### src/rtl/pipe_fetch_pc_if.sv
// Avalon-style instruction-memory read bus between the fetch stage and instruction memory.
interface pipe_fetch_pc_if;
    logic [31:0] instr_address;
    logic        instr_read;
    logic        instr_waitrequest;
    logic [31:0] instr_readdata;

    modport master (
        output instr_address,
        output instr_read,
        input  instr_waitrequest,
        input  instr_readdata
    );

    modport slave (
        input  instr_address,
        input  instr_read,
        output instr_waitrequest,
        output instr_readdata
    );
endinterface

### src/rtl/pipe_fetch_pc.sv
// Fetch front end: owns the PC, reads instruction memory, applies delayed redirects,
// presents fetched words to IF/ID through a one-entry stall buffer and halts at HALT_ADDR.
module pipe_fetch_pc #(
    parameter logic [31:0] RESET_VECTOR = 32'hBFC00000,
    parameter logic [31:0] HALT_ADDR    = 32'h00000000
) (
    input  logic                   clk,
    input  logic                   reset,
    input  logic                   PC_Write,
    input  logic                   redirect_valid,
    input  logic [31:0]            redirect_target,
    pipe_fetch_pc_if.master        mem,
    output logic [31:0]            IF_Reg_PC,
    output logic [31:0]            IF_Instr,
    output logic                   IF_Valid,
    output logic                   active
);
    localparam int unsigned XLEN = 32;

    localparam logic [1:0] S_RUN    = 2'd0;
    localparam logic [1:0] S_WAIT   = 2'd1;
    localparam logic [1:0] S_HALTED = 2'd2;

    logic [1:0]      state_q, state_d;
    logic [XLEN-1:0] pc_q, pc_d;
    logic            pending_q, pending_d;
    logic [XLEN-1:0] target_q, target_d;
    logic            buf_valid_q, buf_valid_d;
    logic [XLEN-1:0] buf_pc_q, buf_pc_d;
    logic [XLEN-1:0] buf_instr_q, buf_instr_d;
    logic            valid_d, active_d;
    logic [XLEN-1:0] out_pc_d, out_instr_d;

    logic            read_c;
    logic            accept_c;
    logic            consume_c;
    logic            pend_eff_c;
    logic [XLEN-1:0] tgt_eff_c;
    logic [XLEN-1:0] next_pc_c;

    // Read request: a held request is never withdrawn; new requests need room downstream.
    always_comb begin
        read_c = 1'b0;
        case (state_q)
            S_RUN:   read_c = PC_Write & ~buf_valid_q;
            S_WAIT:  read_c = 1'b1;
            default: read_c = 1'b0;
        endcase
        if (reset) read_c = 1'b0;
    end

    // A redirect seen this cycle already counts, so a same-cycle accept is the delay slot.
    assign pend_eff_c = pending_q | redirect_valid;
    assign tgt_eff_c  = pending_q ? target_q : redirect_target;
    assign next_pc_c  = pend_eff_c ? tgt_eff_c : pc_q + XLEN'(4);
    assign accept_c   = read_c & ~mem.instr_waitrequest;
    assign consume_c  = PC_Write & IF_Valid;

    assign mem.instr_address = pc_q;
    assign mem.instr_read    = read_c;

    always_comb begin
        state_d     = state_q;
        pc_d        = pc_q;
        pending_d   = pend_eff_c;
        target_d    = tgt_eff_c;
        active_d    = active;
        valid_d     = IF_Valid;
        out_pc_d    = IF_Reg_PC;
        out_instr_d = IF_Instr;
        buf_valid_d = buf_valid_q;
        buf_pc_d    = buf_pc_q;
        buf_instr_d = buf_instr_q;

        case (state_q)
            S_RUN:   if (read_c && mem.instr_waitrequest) state_d = S_WAIT;
            S_WAIT:  if (accept_c) state_d = S_RUN;
            default: state_d = S_HALTED;
        endcase

        if (accept_c) begin
            pc_d      = next_pc_c;
            pending_d = 1'b0;
            if (next_pc_c == HALT_ADDR) begin
                state_d  = S_HALTED;
                active_d = 1'b0;
            end
        end

        // Output stage refills from the buffer first to keep program order.
        if (!IF_Valid || consume_c) begin
            if (buf_valid_q) begin
                valid_d     = 1'b1;
                out_pc_d    = buf_pc_q;
                out_instr_d = buf_instr_q;
                buf_valid_d = 1'b0;
            end else if (accept_c) begin
                valid_d     = 1'b1;
                out_pc_d    = pc_q;
                out_instr_d = mem.instr_readdata;
            end else begin
                valid_d = 1'b0;
            end
        end else if (accept_c) begin
            buf_valid_d = 1'b1;
            buf_pc_d    = pc_q;
            buf_instr_d = mem.instr_readdata;
        end
    end

    always_ff @(posedge clk) begin
        if (reset) begin
            state_q     <= S_RUN;
            pc_q        <= RESET_VECTOR;
            pending_q   <= 1'b0;
            target_q    <= '0;
            buf_valid_q <= 1'b0;
            buf_pc_q    <= '0;
            buf_instr_q <= '0;
            IF_Valid    <= 1'b0;
            IF_Reg_PC   <= '0;
            IF_Instr    <= '0;
            active      <= 1'b1;
        end else begin
            state_q     <= state_d;
            pc_q        <= pc_d;
            pending_q   <= pending_d;
            target_q    <= target_d;
            buf_valid_q <= buf_valid_d;
            buf_pc_q    <= buf_pc_d;
            buf_instr_q <= buf_instr_d;
            IF_Valid    <= valid_d;
            IF_Reg_PC   <= out_pc_d;
            IF_Instr    <= out_instr_d;
            active      <= active_d;
        end
    end
endmodule
### src/flat_wrapper.sv
// flat-port wrapper written by rule: the top's interface ports become plain ports
module pipe_fetch_pc_flat 
#(
    parameter logic [31:0] RESET_VECTOR = 32'hBFC00000,
    parameter logic [31:0] HALT_ADDR    = 32'h00000000
)
  (clk, reset, PC_Write, redirect_valid, redirect_target, IF_Reg_PC, IF_Instr, IF_Valid, active, mem_instr_address, mem_instr_read, mem_instr_waitrequest, mem_instr_readdata);
  pipe_fetch_pc_if mem_i ();
  input  logic clk;
  input  logic reset;
  input  logic PC_Write;
  input  logic redirect_valid;
  input  logic [31:0] redirect_target;
  output logic [31:0] IF_Reg_PC;
  output logic [31:0] IF_Instr;
  output logic IF_Valid;
  output logic active;
  output wire logic [$bits(mem_i.instr_address)-1:0] mem_instr_address;
  output wire logic [$bits(mem_i.instr_read)-1:0] mem_instr_read;
  input wire logic [$bits(mem_i.instr_waitrequest)-1:0] mem_instr_waitrequest;
  input wire logic [$bits(mem_i.instr_readdata)-1:0] mem_instr_readdata;
  assign mem_instr_address = mem_i.instr_address;
  assign mem_instr_read = mem_i.instr_read;
  assign mem_i.instr_waitrequest = mem_instr_waitrequest;
  assign mem_i.instr_readdata = mem_instr_readdata;
  pipe_fetch_pc #(.RESET_VECTOR(RESET_VECTOR), .HALT_ADDR(HALT_ADDR)) u_core (.clk(clk), .reset(reset), .PC_Write(PC_Write), .redirect_valid(redirect_valid), .redirect_target(redirect_target), .mem(mem_i), .IF_Reg_PC(IF_Reg_PC), .IF_Instr(IF_Instr), .IF_Valid(IF_Valid), .active(active));
endmodule
### config.mk
export PLATFORM = sky130hd
export DESIGN_NAME = pipe_fetch_pc_flat
export DESIGN_NICKNAME = d
export VERILOG_FILES = /design/src/rtl/pipe_fetch_pc_if.sv /design/src/rtl/pipe_fetch_pc.sv /design/src/flat_wrapper.sv
export SDC_FILE = /design/constraint.sdc
export NUM_CORES = 1
export LEC_CHECK = 0
export BUFFER_PORTS_ARGS = -buffer_cell sky130_fd_sc_hd__clkbuf_2
export CORE_MARGIN = 1.5
export CORE_UTILIZATION = 32
export CTS_BUF_LIST = sky130_fd_sc_hd__clkbuf_4
export DETAILED_ROUTE_END_ITERATION = 16
export GPL_ROUTABILITY_DRIVEN = 1
export SLEW_MARGIN = 20
export SYNTH_ARGS = -nofsm -noshare
export SYNTH_HDL_FRONTEND = slang
export SYNTH_SLANG_ARGS = --single-unit
### constraint.sdc
create_clock -name clk -period 4.17 [get_ports clk]
set_input_delay 0.2085 -clock clk [delete_from_list [all_inputs] [get_ports clk]]
set_output_delay 0.2085 -clock clk [all_outputs]
set_load 0.005 [all_outputs]
[After elaboration in Yosys (flattened, before gate mapping)]
Cells that the tools add are included.
Storage, ports and cells
  flip-flop bits (word level): 198
  output and inout bits: 99
  logic and storage cells: 46
Cells by class
  add/sub/neg operators: 1
  equality and inequality tests: 1
  mux-type cells: 15
  bitwise logic cells: 7
  reduce and logical (&&, ||, !) cells: 11
Operators with widths (count)
  $mux W32: 6
  $add A32 B3 Y32 const B: 1
  $logic_not A32 Y1: 1
  $mux W2: 4
  $reduce_and A2 Y1: 3
  $pmux W2 S2: 1
  $reduce_or A2 Y1: 2
  $and A1 B1 Y1: 3
  $mux W1: 3
  $not A1 Y1: 3
  $eq A2 B1 Y1 const B: 1
  $logic_not A2 Y1: 1
  $pmux W1 S2: 1
  $reduce_bool A2 Y1: 1
  $logic_and A1 B1 Y1: 1
  $logic_not A1 Y1: 1
  $logic_or A1 B1 Y1: 1
  $or A1 B1 Y1: 1

[Longest topological paths before layout]
Gate-level depths: netlist of run 1.
  depth in word-level cells: 9
  mapped depth: 9
  gate-level depth less buffers: 8

[Worst setup path after synthesis of run 1]
OpenSTA, ideal clock, no wires.
  path kind: flip-flop to flip-flop
  from: reg u_core.pc_q[2] (netlist: u_core.mem.instr_address[2])
  to: reg u_core.active
  library setup time: 122 ps
  arrival: 2658 ps
  data required time: 4048 ps
  path slack: 1390 ps
  stages on the path, launching flop included: 8
  period minus slack after synthesis: 2780 ps
  path through: dfxtp_1 -> nand4_4 -> or4_4 -> xnor2_1 -> a222oi_1 -> o2111ai_1 -> or4_1 -> o32a_1
On the way
  cells in the longest elaborated chain, start to end: 4
RTL lines
  start: declaration: line pipe_fetch_pc.sv:25  | logic [XLEN-1:0] pc_q, pc_d;
  start signal: assignment: line pipe_fetch_pc.sv:126  | pc_q <= pc_d;
  $add A32 B3 Y32: line pipe_fetch_pc.sv:55  | assign next_pc_c = pend_eff_c ? tgt_eff_c : pc_q + XLEN'(4);
  $mux W32: line pipe_fetch_pc.sv:55
  $logic_not A32 Y1: line pipe_fetch_pc.sv:84  | if (next_pc_c == HALT_ADDR) begin
  $reduce_and A2 Y1 (no source line)
  end signal: assignment: line pipe_fetch_pc.sv:135  | active <= active_d;
  end: declaration: line pipe_fetch_pc.sv:16  | output logic active
No other way between the ends.
A chain may end at the register's enable or synchronous reset.

[Final worst setup path of run 1]
  from: reg u_core.pc_q[6] (netlist: u_core.mem.instr_address[6])
  to: reg u_core.active
Same word-level chain as after synthesis.

==> out/metrics.yaml, run 1 <==
place:
  dp_hpwl_um: 16900
  placed_cell_area_mm2: 0.00982
  pre_cts_ws_ns: 1.07
  io_buffers: 167
  gp_congestion: 0.905
timing:
  fin_crit_sh_pct: 74.8
  fmax_mhz: 321
  finalMaxSlewViolations: 0
  period_needed_ns: 3.12
  max_slew.worst_pin.slew_ns: 0.987
  grt_setup_unrepaired: "no"
  setup_tns_ns: 0
  final-setup-viol-count: 0
  fin_worst_skew_ns: 0.0238
  hold_violations: 0
  relSlewSlack_pct: 34.2
  timing.final.ws_setup_ns: 1.05
yosys:
  async_flop_share_pct: 0
  synth_seq_cells: 198
  synthFlopType: "dfxtp_1"
  syn_area_mm2: 0.00879
  synth-seq-area-share_pct: 45.1
  synth_edf_count: 0
  syn_area_per_cell_um2: 8.56
  ys_types: 66
  yosys_warnings: 0
  syn_inst: 1026
  syn_nets: 1096
worst_setup_path:
  cp.arrival_ns: 3.61
  crit_fanout: 12
  timing.rr.end: "u_core.active$_SDFFE_PP1P_"
  r2r_start: "u_core.mem.instr_address[6]$_SDFFE_PP0P_"
  slowest_stage: "or4_4"
  r2r_cells: 7
  cp-start-kind: "register"
  slowest_delay_ns: 0.65
  cp_num_buf_inv: 0
  path_cells: "nand3_2 -> or4_4 -> xnor2_1 -> a222oi_1 -> o2111ai_1 -> or4_1 -> o32a_1"
  startpoint: "u_core.mem.instr_address[6]$_SDFFE_PP0P_"
  cpLargestDelayFamily: "simple AND/OR/NAND/NOR gates"
  endpoint: "u_core.active$_SDFFE_PP1P_"
  cp-end-kind: "register"
  crit_cells: 7
  cp.required_ns: 4.66
  crit_type: "register to register"
  r2r_setup_slack_ns: 1.05
floorplanning:
  rows: 60
  start_util_pct: 32.6
  die-area_mm2: 0.0285
  core_area_mm2: 0.0270
  io_pins: 168
  die_h_um: 169
  die_x_um: 169
finish:
  final_core_util_pct: 40.9
  seqCellArea_mm2: 0.00397
  multi_input_area_mm2: 0.00442
  n_fill_cell: 2744
  final_area_mm2: 0.0110
  area_growth_syn_to_layout_pct: 25.4
  nets: 1299
  drive_gt1_share_pct: 18.9
min_path:
  min_from: "redirect_target[6]"
  hold_class: "input port to register"
  hold_path_depth: 3
drt:
  drt_wl_total_um: 24800
  via_count: 7834
  route.detailed.drc: 0
  first_iter_violations: 625
  post_drt_wl_per_cell_um: 15.7
  dr.pass1.iters: 8
  ant_nets: 0
  viasPerCell: 4.95
global_routing:
  antenna_found_initial: 1
  grt_max_degree: 115
  overflow: 0
  use_met1_pct: 25.2
  grt_pass1_wl_um: 39100
  grt_pass1_vias: 7177
  met3_usage_pct: 3.69
  use_met2_pct: 25.6
  busiest_layer: "met2"
  grtUsageTotal_pct: 17.4
clock_network:
  clockBufferDepth: 2
  post-cts-setup-buffers: 0
  cts_tree: "built"
  clock-sinks: 198
  clk_pin_slew_worst_paths_ns: 0.17
  htree_levels: 4
  root_buffer: "clkbuf_4"
  clkLatencyLatePin_ns: 0.58
  cts_buffers: 17
status:
  outcome: "finished clean"
power:
  peakVddDrop_uv: 137
  p_leak_nw: 4.10
  p_total_mw: 3.58
  power_density_mw_per_mm2: 325
run:
  maxCapViolations: 0
## state kept, by name, indices dropped and copies added, names as in the netlist
register / cells
u_core.IF_Instr: 32
u_core.buf_instr_q: 32
u_core.state_q: 2
u_core.pending_q: 1
u_core.buf_valid_q: 1
u_core.active: 1
u_core.IF_Reg_PC: 32
u_core.mem.instr_address: 32
u_core.IF_Valid: 1
u_core.target_q: 32
u_core.buf_pc_q: 32
## where the power goes
group	total, mW	internal [mW]	switching (mW)
Sequential	2.06	1.98	0.0841
Combinational	0.533	0.251	0.282
Clock	0.990	0.264	0.726
Total	3.58	2.49	1.09
## cell usage after synthesis, types with 2 or more instances
cell type    n  area share [%]
nor2b_1      4            0.28
o21a_1       3            0.26
o22a_1       3            0.30
inv_1        8            0.34
nor3b_1      2            0.17
o211ai_1     2            0.17
buf_1        3            0.13
clkbuf_1    60             2.6
xnor2_1     13             1.3
mux2i_1     97              11
a22oi_1      3            0.26
nand2b_1     5            0.36
nor3_1       9            0.51
or4_1        3            0.26
dfxtp_1    198              45
nor4_4       2            0.48
and4_1       5            0.50
buf_2       16            0.91
o31ai_1      6            0.51
nand2_1    166             7.1
nand3_1     16            0.91
a21oi_1     78             4.4
a31oi_1      3            0.21
xor2_1       9            0.90
and3_1       6            0.43
a211oi_1    65             5.6
nand3b_1     9            0.77
nor3_2       2            0.23
a222oi_1     2            0.23
buf_4        7            0.60
a31o_2       2            0.20
nand4_1     12            0.85
buf_6        2            0.26
o2111ai_1    2            0.20
o21ai_0     38             2.2
mux2_2       3            0.38
nor2_1     125             5.3
o22ai_1      3            0.21
and2_1       4            0.28
or3_1        2            0.14
nor4_1       3            0.21
## layout make-up
class | instances | share of cell area [%]
antenna | 1 | 0.0227
inverter | 9 | 0.307
tap | 341 | 3.87
clock buffer | 17 | 1.16
timing repair buffer | 273 | 17.2
multi-input combinational | 730 | 40.1
sequential | 198 | 36.0
clock inverter | 15 | 1.27
## metrics by stage
step	hold WS, ns	cells
after floorplan	0.330	1026
after global routing	0.0589	1584
final	0.0558	1584
after CTS	0.00407	1583
after detailed placement	0.446	1458
after global placement	0.441	1458
## worst min-delay path by stage
stage          slack, ns                            endpoint
3_3_place_gp        0.44  u_core.buf_instr_q[0]$_SDFFE_PP0P_
5_1_grt             0.06       u_core.target_q[6]$_SDFF_PP0_
4_1_cts            0.004       u_core.target_q[6]$_SDFF_PP0_
6_report            0.06       u_core.target_q[6]$_SDFF_PP0_
3_5_place_dp        0.45  u_core.buf_instr_q[0]$_SDFFE_PP0P_
2_1_floorplan       0.33        u_core.state_q[0]$_SDFF_PP0_
## per-layer routing
layer	wire [µm]	part of all wire, %	vias to the layer above
met3	1350	5.4	20
met2	10600	43	228
met5	0	0	-
met1	12400	50	3584
li1	-	-	4002
met4	399	1.6	0
## cells in the final DEF, fill, tap and decap left out, types with 8 or more instances in the layout
cell	instances
nand2_1	165
nor2_1	123
clkbuf_2	166
nand3b_1	9
nor3_1	9
nand3_1	16
o21ai_0	38
xnor2_1	13
clkbuf_4	17
xor2_1	9
inv_1	8
dfxtp_1	196
mux2i_1	97
a21oi_1	78
dlygate4sd3_1	93
a211oi_1	65
nand4_1	12
buf_4	11
## repair_timing
| item | 4_1_cts | 5_1_grt |
|---|---|---|
| gates resized for setup | 0 | 0 |
| hold buffers | 93 | 0 |
| endpoints found under the hold margin | 101 | 0 |
## cells by family (layout without fill, tap and decap cells)
family | count (synthesis) | after routing | synth area share, %
AO/OA/AOI/OAI | 225 | 225 | 16.4
other | 0 | 1 | 0
adder cells (fa/ha/maj) | 1 | 1 | 0.142
multiplexers | 100 | 100 | 11.4
flip-flops | 198 | 198 | 45.1
AND/OR/NAND/NOR | 382 | 382 | 19.8
buffers and inverters | 98 | 314 | 4.90
XOR/XNOR | 22 | 22 | 2.19
## worst register-to-register path: stages, from the launching register on
cell and delay (ns):
dfxtp_1 0.55, nand3_2 0.29, or4_4 0.65, xnor2_1 0.15, a222oi_1 0.38, o2111ai_1 0.17
or4_1 0.55, o32a_1 0.29
Note: power is estimated with default switching activity, not from simulation.
==> run 2, diff against run 1 <==
- ABC_AREA: not set -> 1
- clock period: 4.17 -> 2.7 ns (I/O delays scaled with it)
==> out/metrics.yaml, run 2 <==
run:
  maxCapViolations: 0  # unchanged
timing:
  setup_tns_ns: 0  # unchanged
  fmax_mhz: 447  # +39%
  fin_crit_sh_pct: 82.9  # +8.0 points
  fin_worst_skew_ns: 0.0303  # +0.00653 ns
  finalMaxSlewViolations: 0  # unchanged
  grt_setup_unrepaired: "no"
  relSlewSlack_pct: 43.9  # +9.7 points
  final-setup-viol-count: 0  # unchanged
  hold_violations: 0  # unchanged
  period_needed_ns: 2.24  # -0.883 ns
  max_slew.worst_pin.slew_ns: 0.841  # -0.146 ns
min_path:
  hold_class: "input port to register"
  min_from: "reset"
worst_setup_path:
  startpoint: "u_core.mem.instr_address[3]$_SDFFE_PP0P_"
  path_cells: "ha_1 -> nand2_2 -> nor2_4 -> nand2_4 -> nor2_2 -> nand3_1 -> nand3_1 -> nand2_1 -> nor2_1 -> nand2_1 -> nor2_2 -> nand3_2 -> nand2_1 -> nand2_1"
  cpMostUsedCell: "nand2_1"
  cp-start-kind: "register"
  slowest_delay_ns: 0.49  # -0.16 ns
  cp-end-kind: "register"
  crit_type: "register to register"
  cp.arrival_ns: 2.75  # -0.86 ns
  r2r_start: "u_core.mem.instr_address[3]$_SDFFE_PP0P_"
  cp.required_ns: 3.21  # -1.45 ns
  crit_fanout: 6  # -6
  cpLargestDelayFamily: "simple AND/OR/NAND/NOR gates"
  cp_num_buf_inv: 0  # unchanged
  slowest_stage: "dfxtp_1"
floorplanning:
  die_h_um: 168  # -0.65%
  die_x_um: 168  # -0.65%
  io_pins: 168  # unchanged
  rows: 60  # unchanged
  core_area_mm2: 0.0268  # -0.56%
  die-area_mm2: 0.0281  # -1.3%
  start_util_pct: 32.4  # -0.25 points
clock_network:
  cts_resized: 0  # unchanged
  cts_buffers: 17  # unchanged
  htree_levels: 4  # unchanged
  clkLatencyLatePin_ns: 0.60  # +0.02 ns
  root_buffer: "clkbuf_4"
  cts_tree: "built"
  clock-sinks: 198  # unchanged
  clockBufferDepth: 2  # unchanged
  post-cts-setup-buffers: 0  # unchanged
  clk_pin_slew_worst_paths_ns: 0.18  # about the same
finish:
  final_common_cell: "nand2_1"
  layout_common_cells: "nand2_1, dfxtp_1, clkbuf_2"
  drive_gt1_share_pct: 18.1  # -0.85 points
  seqCellArea_mm2: 0.00397  # about the same
  multi_input_area_mm2: 0.00415  # -6.2%
  final_core_util_pct: 40.0  # -0.86 points
  nets: 1501  # +16%
  n_fill_cell: 2844  # +3.6%
  final_area_mm2: 0.0107  # -2.6%
  area_growth_syn_to_layout_pct: 23.7
status:
  outcome: "finished clean"
yosys:
  async_flop_share_pct: 0  # unchanged
  yosys_warnings: 0  # unchanged
  yosys.area.top_type: "dfxtp_1"
  synth_top_area_share_pct: 45.7  # +0.60 points
  synthFlopType: "dfxtp_1"
  synth-seq-area-share_pct: 45.7  # +0.60 points
  syn_nets: 1307  # +19%
  syn_inst: 1237  # +21%
  synth_most_common_cell: "nand2_1"
  synth_seq_cells: 198  # unchanged
  ys_types: 30  # -55%
  synth.top_cells.by_count: "nand2_1, dfxtp_1, nor2_1"
  syn_area_mm2: 0.00867  # -1.3%
  syn_area_per_cell_um2: 7.01  # -18%
  yosys-top-cells-area: "dfxtp_1, nand2_1, nor2_1"
  synth_edf_count: 0  # unchanged
place:
  dp_hpwl_um: 18100  # +7.0%
  io_buffers: 167  # unchanged
  gp_congestion: 0.886  # -2.1%
  placed_cell_area_mm2: 0.00981  # about the same
global_routing:
  use_met1_pct: 26.4  # +1.2 points
  antenna_found_initial: 1  # unchanged
  busiest_layer: "met2"
  met3_usage_pct: 3.47  # -0.22 points
  grtUsageTotal_pct: 19.8  # +2.4 points
  grt_max_degree: 129  # +12%
  grt_pass1_vias: 8384  # +17%
  grt_pass1_wl_um: 44300  # +13%
  use_met2_pct: 32.2  # +6.5 points
  overflow: 0  # unchanged
drt:
  first_iter_violations: 647  # +3.5%
  viasPerCell: 4.91  # -0.67%
  ant_nets: 0  # unchanged
  drt_wl_total_um: 27800  # +12%
  dr.pass1.iters: 5  # -3
  via_count: 8784  # +12%
  post_drt_wl_per_cell_um: 15.5  # -0.90%
  route.detailed.drc: 0  # unchanged
power:
  pwr-share-seq_pct: 57.3  # -0.2 points
  p_switching_mw: 1.72  # +58%
  clkPwrFrac_pct: 27.7  # about the same
  power_density_mw_per_mm2: 513  # +58%
  p_total_mw: 5.50  # +54%
  p_leak_nw: 4.61  # +13%
  peakVddDrop_uv: 206  # +50%
  p_int_mw: 3.78  # +52%
  pwr-share-comb_pct: 15.0  # about the same
  switching_share_pct: 31.3  # +0.84 points
run 2: worst paths after layout:
path | to | slack (ns) | cells after the start
worst min register to register | u_core.buf_instr_q[2]$_SDFFE_PP0P_ | 0.47 | 2
worst min-delay path | u_core.buf_pc_q[31]$_SDFFE_PP0P_ | 0.06 | 3
worst max register to register | u_core.active$_SDFFE_PP1P_ | 0.46 | 14
worst max-delay path | u_core.active$_SDFFE_PP1P_ | 0.46 | 14
run 2: what timing repair did:
action / CTS / global route
endpoints found under the hold margin: 114 / 0
endpoints found under the setup margin: 0 / 0
hold buffers: 66 / 0
run 2: kinds of logic (layout without fill, tap and decap cells):
group / Yosys count / after routing / synth area share, %
xor gates and xnor gates: 1 / 1 / 0.101
adders and majority gates: 1 / 1 / 0.144
buffers and inverters: 144 / 351 / 6.64
and+or+nand+nor: 628 / 628 / 30.0
muxes: 15 / 15 / 1.73
DFF: 198 / 198 / 45.7
other: 0 / 3 / 0
AOI/OAI and AO/OA: 250 / 250 / 15.7
run 2: cell type report:
type	count	area share [%]
inverter	64	2.24
sequential	198	37.0
multi-input combinational	895	38.7
antenna	3	0.0700
tap	341	3.98
clock inverter	15	1.12
clock buffer	17	1.19
timing repair buffer	255	15.7
run 2: power groups by stage:
| stage | clock [mW] | sequential, mW | combinational (mW) |
|---|---|---|---|
| 2_1_floorplan | 0 | 3.20 | 0.430 |
| 3_3_place_gp | 0 | 3.21 | 0.749 |
| 3_5_place_dp | 0 | 3.22 | 0.750 |
| 4_1_cts | 1.57 | 3.15 | 0.829 |
| 5_1_grt | 1.67 | 3.17 | 0.923 |
| 6_report | 1.53 | 3.15 | 0.825 |
run 2: per-layer routing:
metal / vias up / wire [µm]
met3: 37 / 1310
li1: 4461 / -
met1: 4060 / 13200
met5: - / 0
met4: 0 / 608
met2: 226 / 12700
run 2: worst register-to-register path: stages, from the launching register on:
cell and delay (ns):
dfxtp_1 0.49, ha_1 0.25, nand2_2 0.10, nor2_4 0.18, nand2_4 0.13, nor2_2 0.23, nand3_1 0.11, nand3_1 0.09
nand2_1 0.07, nor2_1 0.14, nand2_1 0.08, nor2_2 0.09, nand3_2 0.09, nand2_1 0.07, nand2_1 0.04
run 2: per-stage QoR:
step	worst slack (ns)	cells	hold slack, ns
floorplan	0.864	1237	0.269
global placement	0.485	1687	0.365
detailed placement	0.465	1687	0.371
CTS	0.428	1785	0.0311
global route	0.217	1788	0.0531
finish	0.463	1788	0.0567
==> run 3, diff against run 2 <==
- clock period: 2.7 -> 2.1 ns (I/O delays scaled with it)
==> out/metrics.yaml, run 3 (same netlist as run 2, synthesis figures left out) <==
status:
  outcome: "finished with violations"
  violations: "setup timing"
finish:
  n_fill_cell: 2811  # -1.2%
  final_common_cell: "nand2_1"
  layout_common_cells: "nand2_1, dfxtp_1, clkbuf_2"
  seqCellArea_mm2: 0.00398  # +0.32%
  area_growth_syn_to_layout_pct: 29.1
  final_core_util_pct: 41.8  # +1.7 points
  drive_gt1_share_pct: 21.2  # +3.1 points
  stdcell_count: 1820  # +1.8%
  multi_input_area_mm2: 0.00424  # +2.1%
  nets: 1535  # +2.3%
global_routing:
  use_met1_pct: 26.9  # +0.53 points
  grt_pass1_wl_um: 43700  # -1.2%
  grt_pass1_vias: 8379  # -0.060%
  grt_max_degree: 101  # -22%
  overflow: 0  # unchanged
  met3_usage_pct: 3.19  # -0.28 points
  busiest_layer: "met2"
  grtUsageTotal_pct: 19.5  # -0.32 points
  use_met2_pct: 30.8  # -1.3 points
  antenna_found_initial: 2  # +1
worst_setup_path:
  cp.arrival_ns: 2.56  # -0.19 ns
  cp.required_ns: 2.56  # -0.65 ns
  cp-end-kind: "register"
  cp-start-kind: "register"
  r2r_setup_slack_ns: -0.007  # -0.47 ns
  crit_type: "register to register"
  crit_fanout: 5  # -1
timing:
  fin_worst_skew_ns: 0.0231  # -0.00714 ns
  fmax_mhz: 475  # +6.2%
  hold_violations: 0  # unchanged
  max_slew.worst_pin.slew_ns: 0.807  # -0.0341 ns
  fin_crit_sh_pct: 100  # +17 points
  setup_tns_ns: -0.00685  # -0.00685 ns
  period_needed_ns: 2.11  # -0.130 ns
  relSlewSlack_pct: 46.2  # +2.3 points
  final-setup-viol-count: 1  # +1
  timing.final.ws_setup_ns: -0.00685  # -0.470 ns
  grt_setup_unrepaired: "yes"
  holdWs_ns: 0.327  # +0.270 ns
  finalMaxSlewViolations: 0  # unchanged
drt:
  ant_nets: 0  # unchanged
  drt_wl_total_um: 27800  # +0.16%
  first_iter_violations: 532  # -18%
  route.detailed.drc: 0  # unchanged
  viasPerCell: 4.94  # +0.53%
  post_drt_wl_per_cell_um: 15.3  # -1.6%
  via_count: 8989  # +2.3%
  dr.pass1.iters: 6  # +1
power:
  peakVddDrop_uv: 345  # +68%
  p_leak_nw: 4.85  # +5.2%
  power_density_mw_per_mm2: 639  # +25%
  p_total_mw: 7.15  # +30%
floorplanning:
  die_x_um: 168  # unchanged
  start_util_pct: 32.4  # unchanged
  io_pins: 168  # unchanged
  die_h_um: 168  # unchanged
  core_area_mm2: 0.0268  # unchanged
  die-area_mm2: 0.0281  # unchanged
  rows: 60  # unchanged
clock_network:
  cts_buffers: 17  # unchanged
  clockBufferDepth: 2  # unchanged
  clkLatencyLatePin_ns: 0.57  # -0.03 ns
  htree_levels: 4  # unchanged
  root_buffer: "clkbuf_4"
  clk_pin_slew_worst_paths_ns: 0.17  # about the same
  clock-sinks: 198  # unchanged
  cts_tree: "built"
place:
  gp_congestion: 0.903  # +1.9%
  dp.cells: 1709  # +1.3%
  io_buffers: 167  # unchanged
  dp_hpwl_um: 18500  # +2.2%
run:
  maxCapViolations: 0  # unchanged
min_path:
  hold_class: "input port to register"
run 3: cell count changes in the layout (fill, tap and decap cells not counted), moves of 6 or more:
| cell | change |
|---|---|
| nand2_1 | -6 |
| buf_12 | +9 |
| dfxtp_2 | +10 |
| dfxtp_1 | -10 |
| buf_4 | +19 |
run 3: layer usage:
layer  vias to the layer above  routed length (µm)
li1                       4521                   -
met1                      4160               13300
met2                       264               12600
met3                        44                1330
met4                         0                 625
met5                         -                   0
run 3: worst paths after layout:
| check | from | endpoint | cells after the start |
|---|---|---|---|
| hold / removal | mem_instr_readdata[28] | u_core.buf_instr_q[28]$_SDFFE_PP0P_ | 4 |
| setup / recovery | u_core.mem.instr_address[3]$_SDFFE_PP0P_ | u_core.active$_SDFFE_PP1P_ | 14 |
| setup reg to reg | u_core.mem.instr_address[3]$_SDFFE_PP0P_ | u_core.active$_SDFFE_PP1P_ | 14 |
| hold reg to reg | u_core.active$_SDFFE_PP1P_ | u_core.active$_SDFFE_PP1P_ | 2 |
run 3: worst max-delay path: stages, from the launching register on:
cell and delay (ns):
dfxtp_2 0.40, buf_6 0.13, nand2_2 0.06, nor2_4 0.24
nand2_4 0.14, nor2_4 0.16, nand3_1 0.11, nand3_2 0.09
nand2_2 0.06, nor2_1 0.13, nand2_1 0.09, nor2_2 0.14
nand3_2 0.12, nand2_2 0.08, nand2_1 0.04
run 3: report_power, final:
part	switching (mW)	total, mW	internal [mW]
logic	0.663	1.18	0.513
registers	0.118	4.05	3.93
clock network	1.34	1.93	0.588
run 3: cell type report:
| cell class | instances | share of cell area [%] |
|---|---|---|
| clock buffer | 18 | 1.21 |
| timing repair buffer | 288 | 18.4 |
| inverter | 64 | 2.15 |
| sequential | 198 | 35.5 |
| antenna | 2 | 0.0447 |
| tap | 341 | 3.81 |
| clock inverter | 13 | 0.961 |
| multi-input combinational | 896 | 37.8 |
run 3: per-stage QoR:
step / worst slack (ns) / area (µm²)
2_1_floorplan: 0.264 / 8670
3_3_place_gp: 0.0737 / 10100
3_5_place_dp: 0.0528 / 10100
4_1_cts: 0.0270 / 11000
5_1_grt: -0.107 / 11200
6_report: -0.00685 / 11200
run 3: repair_timing:
item	4_1_cts	5_1_grt
hold buffers	69	0
endpoints found under the setup margin	0	50
gates resized for setup	0	33
setup buffers	0	8
endpoints found under the hold margin	130	0
